## config.mk

```make
export PLATFORM = sky130hd
export DESIGN_NAME = single_port_ram_arbiter
export DESIGN_NICKNAME = d
export VERILOG_FILES = /design/src/rtl/single_port_ram_arbiter_pkg.sv /design/src/rtl/single_port_ram.sv /design/src/rtl/single_port_ram_arbiter.sv
export SDC_FILE = /design/constraint.sdc
export NUM_CORES = 1
export LEC_CHECK = 0
export CAP_MARGIN = 20
export CORE_MARGIN = 10
export CORE_UTILIZATION = 55
export CTS_BUF_LIST = sky130_fd_sc_hd__clkbuf_2
export DETAILED_ROUTE_END_ITERATION = 6
export GPL_TIMING_DRIVEN = 0
export PLACE_DENSITY = 0.83
export SYNTH_ARGS = -nofsm -noshare
export SYNTH_HDL_FRONTEND = slang
export SYNTH_HIERARCHICAL = 1
export SYNTH_SLANG_ARGS = --single-unit
```

## constraint.sdc

```tcl
create_clock -name clock -period 1.1 [get_ports clock]
set_input_delay 0.165 -clock clock [delete_from_list [all_inputs] [get_ports clock]]
set_output_delay 0.165 -clock clock [all_outputs]
set_load 0.005 [all_outputs]
```

## src/rtl/single_port_ram_arbiter_pkg.sv

```systemverilog
// Shared helpers for the single-port RAM arbiter slice.
package single_port_ram_arbiter_pkg;

    // Ceiling log2, used to size the word address from the memory depth.
    function automatic int unsigned clog2(input int unsigned value);
        int unsigned result;
        int unsigned remaining;
        result    = 0;
        remaining = (value > 0) ? value - 1 : 0;
        while (remaining > 0) begin
            result++;
            remaining = remaining >> 1;
        end
        return result;
    endfunction

endpackage

```

## src/rtl/single_port_ram.sv

```systemverilog
// Single-port word memory: one access per cycle, registered read data.
// All words and the read register clear asynchronously on resetn low.
module single_port_ram #(
    parameter int WIDTH         = 8,
    parameter int DEPTH         = 16,
    parameter int ADDRESS_WIDTH = 4
) (
    input  logic                     clock,
    input  logic                     resetn,
    input  logic                     read_enable,
    input  logic                     write_enable,
    input  logic [ADDRESS_WIDTH-1:0] address,
    input  logic [WIDTH-1:0]         write_data,
    output logic [WIDTH-1:0]         read_data
);

    logic [WIDTH-1:0] memory [DEPTH];

    // Memory array and read register; read data only changes on a read.
    always_ff @(posedge clock or negedge resetn) begin
        if (!resetn) begin
            memory    <= '{default: '0};
            read_data <= '0;
        end else begin
            if (write_enable) begin
                memory[address] <= write_data;
            end
            if (read_enable) begin
                read_data <= memory[address];
            end
        end
    end

endmodule

```

## src/rtl/single_port_ram_arbiter.sv

```systemverilog
// Two-requester arbiter in front of a single-port RAM.
// Build option: SINGLE_PORT_RAM_ARBITER_ROUND_ROBIN_EN selects a priority
// pointer that alternates after every grant; otherwise requester 0 always
// wins on contention and no pointer register exists.
module single_port_ram_arbiter
    import single_port_ram_arbiter_pkg::*;
#(
    parameter int WIDTH         = 8,
    parameter int DEPTH         = 16,
    parameter int ADDRESS_WIDTH = clog2(DEPTH)
) (
    input  logic                     clock,
    input  logic                     resetn,
    input  logic                     request0_valid,
    output logic                     request0_ready,
    input  logic                     request0_write,
    input  logic [ADDRESS_WIDTH-1:0] request0_address,
    input  logic [WIDTH-1:0]         request0_write_data,
    output logic                     response0_valid,
    output logic [WIDTH-1:0]         response0_data,
    input  logic                     request1_valid,
    output logic                     request1_ready,
    input  logic                     request1_write,
    input  logic [ADDRESS_WIDTH-1:0] request1_address,
    input  logic [WIDTH-1:0]         request1_write_data,
    output logic                     response1_valid,
    output logic [WIDTH-1:0]         response1_data
);

    localparam logic REQUESTER_0 = 1'b0;
    localparam logic REQUESTER_1 = 1'b1;

    logic                     favoured;
    logic                     winner;
    logic                     grant0;
    logic                     grant1;
    logic                     read_enable;
    logic                     write_enable;
    logic [ADDRESS_WIDTH-1:0] access_address;
    logic [WIDTH-1:0]         access_write_data;
    logic [WIDTH-1:0]         read_data;
    logic [WIDTH-1:0]         held0_data;
    logic [WIDTH-1:0]         held1_data;

`ifdef SINGLE_PORT_RAM_ARBITER_ROUND_ROBIN_EN
    logic pointer;

    // Priority pointer: after any grant the other requester becomes favoured.
    always_ff @(posedge clock or negedge resetn) begin
        if (!resetn) begin
            pointer <= REQUESTER_0;
        end else if (grant0) begin
            pointer <= REQUESTER_1;
        end else if (grant1) begin
            pointer <= REQUESTER_0;
        end
    end

    assign favoured = pointer;
`else
    assign favoured = REQUESTER_0;
`endif

    // Arbitration: favoured requester wins contention, lone requester always wins.
    always_comb begin
        winner = REQUESTER_0;
        if (request0_valid && request1_valid) begin
            winner = favoured;
        end else if (request1_valid) begin
            winner = REQUESTER_1;
        end
        grant0 = resetn && request0_valid && (winner == REQUESTER_0);
        grant1 = resetn && request1_valid && (winner == REQUESTER_1);
    end

    assign request0_ready = grant0;
    assign request1_ready = grant1;

    // Route the granted transaction to the single memory port.
    always_comb begin
        access_address    = grant1 ? request1_address    : request0_address;
        access_write_data = grant1 ? request1_write_data : request0_write_data;
        read_enable       = (grant0 && !request0_write) || (grant1 && !request1_write);
        write_enable      = (grant0 &&  request0_write) || (grant1 &&  request1_write);
    end

    single_port_ram #(
        .WIDTH         (WIDTH),
        .DEPTH         (DEPTH),
        .ADDRESS_WIDTH (ADDRESS_WIDTH)
    ) memory (
        .clock        (clock),
        .resetn       (resetn),
        .read_enable  (read_enable),
        .write_enable (write_enable),
        .address      (access_address),
        .write_data   (access_write_data),
        .read_data    (read_data)
    );

    // Response strobes one cycle after an accepted read; held copies keep each
    // requester's last word since the shared read register is overwritten by
    // the other requester's reads.
    always_ff @(posedge clock or negedge resetn) begin
        if (!resetn) begin
            response0_valid <= 1'b0;
            response1_valid <= 1'b0;
            held0_data      <= '0;
            held1_data      <= '0;
        end else begin
            response0_valid <= grant0 && !request0_write;
            response1_valid <= grant1 && !request1_write;
            if (response0_valid) begin
                held0_data <= read_data;
            end
            if (response1_valid) begin
                held1_data <= read_data;
            end
        end
    end

    // Present fresh read data during the response cycle, held data otherwise.
    always_comb begin
        response0_data = response0_valid ? read_data : held0_data;
        response1_data = response1_valid ? read_data : held1_data;
    end

endmodule

```

; Word-level counts from Yosys, hierarchy flattened
; Index checks and enable logic that the tools add are counted.
[op_classes]
bitwise = 2
muxes = 12
order_cmp = 2
reduce_logical = 14
[op_table]
columns = cell, n
row1 = 128-bit bitwise mux, 1
row2 = 8-bit two-way mux, 6
row3 = 8-bit binary-select mux with 4-bit select, 1
row4 = 8-bit demux with 4-bit select, 1
row5 = 1-bit logical AND, 10
row6 = 5-bit greater-or-equal comparator (second input constant), 1
row7 = 5-bit by 1-bit < comparator with 1-bit output (second input constant), 1
row8 = 4-bit NOT with 5-bit output, 1
row9 = 4-bit two-way mux, 1
row10 = 1-bit logical NOT, 2
row11 = 1-bit logical OR, 2
row12 = 1-bit two-way mux, 2
row13 = 1-bit NOT, 1
[word_totals]
regBits = 154
elab_cells = 51
output_inout_bits = 20
in_bits = 30

; Depth between registers and ports, before layout
[depth]
depth_word = 10
mapped_depth = 8
depth_no_buf = 5

; By module
; Netlist, hierarchy kept.
[modules_own_cells]
columns = mod, cells_each, seq_area_each_um2, area_each_um2, n_inst
row1 = single_port_ram, 402, 3403.3, 6209.7, 1
row2 = single_port_ram_arbiter, 60, 450.4, 897.1, 1

; Worst setup path after synthesis
; OpenSTA, ideal clock, no wires.
[synth_path]
kind = in2reg
start = input request0_valid
end = register memory/memory[16] (netlist bit)
path_slack_ns = -0.840
arrival_ns = 1.815
required_time_ns = 0.975
setup_ns = 0.125
n_path_buf = 3
path_stages = 7
path_cell_list = nand3b_4 mux2_2 buf_2 buf_6 buf_4 nor3_4 mux2_2
[synth_between]
elab_chain_cells = 10
word_cells_on_any_way = 18
classes_between = order compare (2) / mux (6) / bitwise (2) / reduce/logical (8)
[synth_lines]
columns = element, line
row1 = start: declaration, single_port_ram_arbiter.sv:14  ; input logic request0_valid,
row2 = 1-bit logical AND *, single_port_ram_arbiter.sv:67  ; if (request0_valid && request1_valid) begin
row3 = 1-bit two-way mux *, single_port_ram_arbiter.sv:67
row4 = 1-bit logical AND *, single_port_ram_arbiter.sv:73  ; grant1 = resetn && request1_valid && (winner == REQUESTER_1);
row5 = 4-bit two-way mux *, single_port_ram_arbiter.sv:81  ; access_address = grant1 ? request1_address : request0_address;
row6 = named net access_address[1], single_port_ram_arbiter.sv:39  ; logic [ADDRESS_WIDTH-1:0] access_address;
row7 = 4-bit NOT with 5-bit output (not written as such) *, single_port_ram.sv:26  ; memory[address] <= write_data;
row8 = 5-bit greater-or-equal comparator (not written as such) / 5-bit by 1-bit < comparator with 1-bit output (equally long branches), single_port_ram.sv:26
row9 = 1-bit logical AND (not written as such), single_port_ram.sv:26
row10 = 8-bit two-way mux (not written as such), single_port_ram.sv:26
row11 = 8-bit demux with 4-bit select *, single_port_ram.sv:26
row12 = 128-bit bitwise mux *, single_port_ram.sv:26
row13 = end signal: indexed assignment, single_port_ram.sv:26
row14 = end: declaration, single_port_ram.sv:17  ; logic [WIDTH-1:0] memory [DEPTH];
; The timed path passes the listed nets; every way through them passes the cells marked *.
; A chain may end at the register's enable or synchronous reset.

; Final worst setup path
[layout_path]
start = register response0_valid
end = output response0_data[0]
[layout_between]
elab_chain_cells = 1
[layout_lines]
columns = element, line
row1 = start: declaration, single_port_ram_arbiter.sv:19  ; output logic response0_valid,
row2 = start signal: assignment, single_port_ram_arbiter.sv:111  ; response0_valid <= grant0 && !request0_write;
row3 = 8-bit two-way mux, n/a
row4 = end: declaration, single_port_ram_arbiter.sv:20  ; output logic [WIDTH-1:0] response0_data,
; Every way passes these cells.

==> impl_metrics.json <==
{
  "status": "finished, violations left",
  "wirelength_mm": 27.8,
  "setup-violations-final": 190,
  "critPathLaunchType": "flip-flop",
  "reg2reg_slack_ns": -0.43,
  "clk_pin_slew_ns": 0.23,
  "cts_tree": "yes",
  "synth_common_cells": "mux2_2, dfrtp_1, mux4_2",
  "cp.arrival_ns": 2.00,
  "yosysWarnings": 6,
  "hold_ws_ns": 0.0485,
  "yosysTopAreaCellShare_pct": 54.2,
  "synth_area_leader_cell": "dfrtp_1",
  "relSlewSlack_pct": 44.9,
  "drive_gt1_share_pct": 63.9,
  "ys_ff_latch": 154,
  "overflow": 0,
  "maxCapViolations": 0,
  "synth-edff-count": 0,
  "seq_area_sq_um": 3850,
  "dr.pass1.iters": 7,
  "synthArstFlopShare_pct": 100,
  "wire_per_inst_um": 34.2,
  "drt_iter0_markers": 853,
  "hold_viol": 0,
  "hpwl_mm": 11.5,
  "worstReg2RegStart": "memory/memory[50]",
  "final_cell_count_no_fill": 812,
  "synthTopCellsByArea": "dfrtp_1, mux2_2, mux4_2",
  "htreeDepth": 4,
  "drv_slew": 0,
  "core_area_sq_um": 12600,
  "drcViolationCount": 2,
  "fin_crit_ns": 2.17,
  "clk-insertion-delay-late_ns": 0.77,
  "power.density_nw_per_um2": 1630,
  "n_fill_cell": 529,
  "dp.cells": 684,
  "clk_path_buf_depth": 2,
  "worstHoldPathType": "primary input to async pin",
  "timing.rr.end": "memory/read_data[2]",
  "synth_cell_types": 34,
  "cts_buffers": 17,
  "critPathKind": "flip-flop to output pin",
  "yosysMostFrequentCell": "mux2_2",
  "worst_slack_ns": -1.07,
  "fin_nets": 656,
  "multi_input_area_sq_um": 3720,
  "p_leak_nw": 4.73,
  "synth_ff_type": "dfrtp_1",
  "cp_max_fo": 7,
  "tightest_slew_ns": 0.823,
  "grt_pass1_vias": 5701,
  "place.gp.congestion": 0.863,
  "initial_utilization_pct": 56.3,
  "area.growth.synth_to_final_pct": 43.7,
  "row_count": 41,
  "port_buffers": 49,
  "ys_seq_area_share_pct": 54.2,
  "required_ns": 0.94,
  "grt_pass1_wl_mm": 37.8,
  "period_share_pct": 197,
  "peakVddDrop_mv": 0.963,
  "power_mw": 16.6,
  "fmax_mhz": 461,
  "dieArea_sq_um": 17900,
  "die_w_um": 134,
  "netlist_area_sq_um": 7110,
  "fin_skew_ns": 0.0435,
  "synth_nets": 492,
  "violations": "design-rule violations, negative setup slack",
  "cp-end-kind": "output pin",
  "grt_usage_pct": 28.1,
  "vias_per_cell": 6.88,
  "antenna_found_initial": 2,
  "postRouteAntennaNets": 0,
  "grt_max_degree": 54,
  "die_y_um": 134,
  "io_pins": 50,
  "cts-root-buf": "clkbuf_2",
  "synthCells": 462,
  "rr_worst_depth": 3,
  "synth_area_per_cell_sq_um": 15.4,
  "finalCoreUtilization_pct": 80.9,
  "rsz0062_at_grt": "true",
  "vias": 5587,
  "clock_sinks": 154
}
## power by group
part	switching, mW	internal, mW	total, mW
logic	2.08	3.15	5.23
registers	0.916	6.90	7.81
clock network	2.08	1.47	3.55
## registers in the layout, indices dropped and copies added (netlist names)
register	cells
memory/memory	128
held0_data	8
held1_data	8
memory/read_data	8
response0_valid	1
response1_valid	1
## repair_timing
action,in CTS,in global routing
cloned,7,0
endpoints found under the setup margin,171,167
hold buffers,9,0
gates resized for setup,281,36
buffers inserted,71,21
endpoints found under the hold margin,156,0
pin swaps,30,20
## cell usage in the layout (no fill, tap or decap), drive strengths merged
master and count:
clkbuf 33, bufinv 4, nor3b 2, and3b 1
inv 1, diode 2, buf 122, a21boi 1
dlygate4sd3 8, clkdlybuf4s50 24, nor3 5, mux2 172
nor4 1, a31oi 8, bufbuf 5, nand3b 4
nand2b 3, dlygate4sd2 3, or3 3, nor2 16
nor2b 3, nand2 11, or4 1, nand3 2
a22oi 8, and2 2, clkinvlp 2, clkinv 6
o21a 1, mux4 24, a221oi 8, dfrtp 154
## area by class of cell
cell class / instances / share of cell area [%]
antenna: 2 / 0.0490
buffer: 23 / 3.49
clock buffer: 20 / 0.980
clock inverter: 11 / 1.49
inverter: 2 / 0.135
multi-input combinational: 276 / 36.5
sequential: 154 / 37.7
tap: 172 / 2.11
timing repair buffer: 152 / 17.5
## worst max-delay path: stages, from the launching register on
cell     delay [ns]
dfrtp_1        0.48
buf_6          0.17
buf_6          0.13
mux2_4         0.33
buf_6          0.13
## metal layers
metal  part of all wire (%)  GRT usage, %
met1                     36          34.9
met2                     46          44.4
met3                     11          7.26
met4                    6.5          14.5
met5                      0             0
## cell families after synthesis
family	count (synthesis)	share of synthesized area (%)
buffers and inverters	32	2.46
muxes	196	35.3
DFF	154	54.2
AOI/OAI and AO/OA	26	2.75
and+or+nand+nor	54	5.28
## worst max path at each step
stage	start	end	slack [ns]	depth (start not counted)
after global routing	response0_valid	response0_data[0]	-1.14	4
after floorplan	request0_valid	memory/memory[16]	-0.81	7
after CTS	response0_valid	response0_data[7]	-0.98	4
after global placement	resetn	memory/read_data[5]	-7.17	9
final	response0_valid	response0_data[0]	-1.07	4
after detailed placement	resetn	memory/read_data[5]	-2.17	10
## stage by stage
step	area [sq um]	setup slack [ns]	setup TNS, ns
6_report	10200	-1.07	-67.12
5_1_grt	10200	-1.14	-63.53
4_1_cts	10000	-0.980	-48.67
3_5_place_dp	8070	-2.17	-275.43
3_3_place_gp	8040	-7.17	-1899.91
2_1_floorplan	7340	-0.810	-96.77
Power figures use the tool's default switching activity.
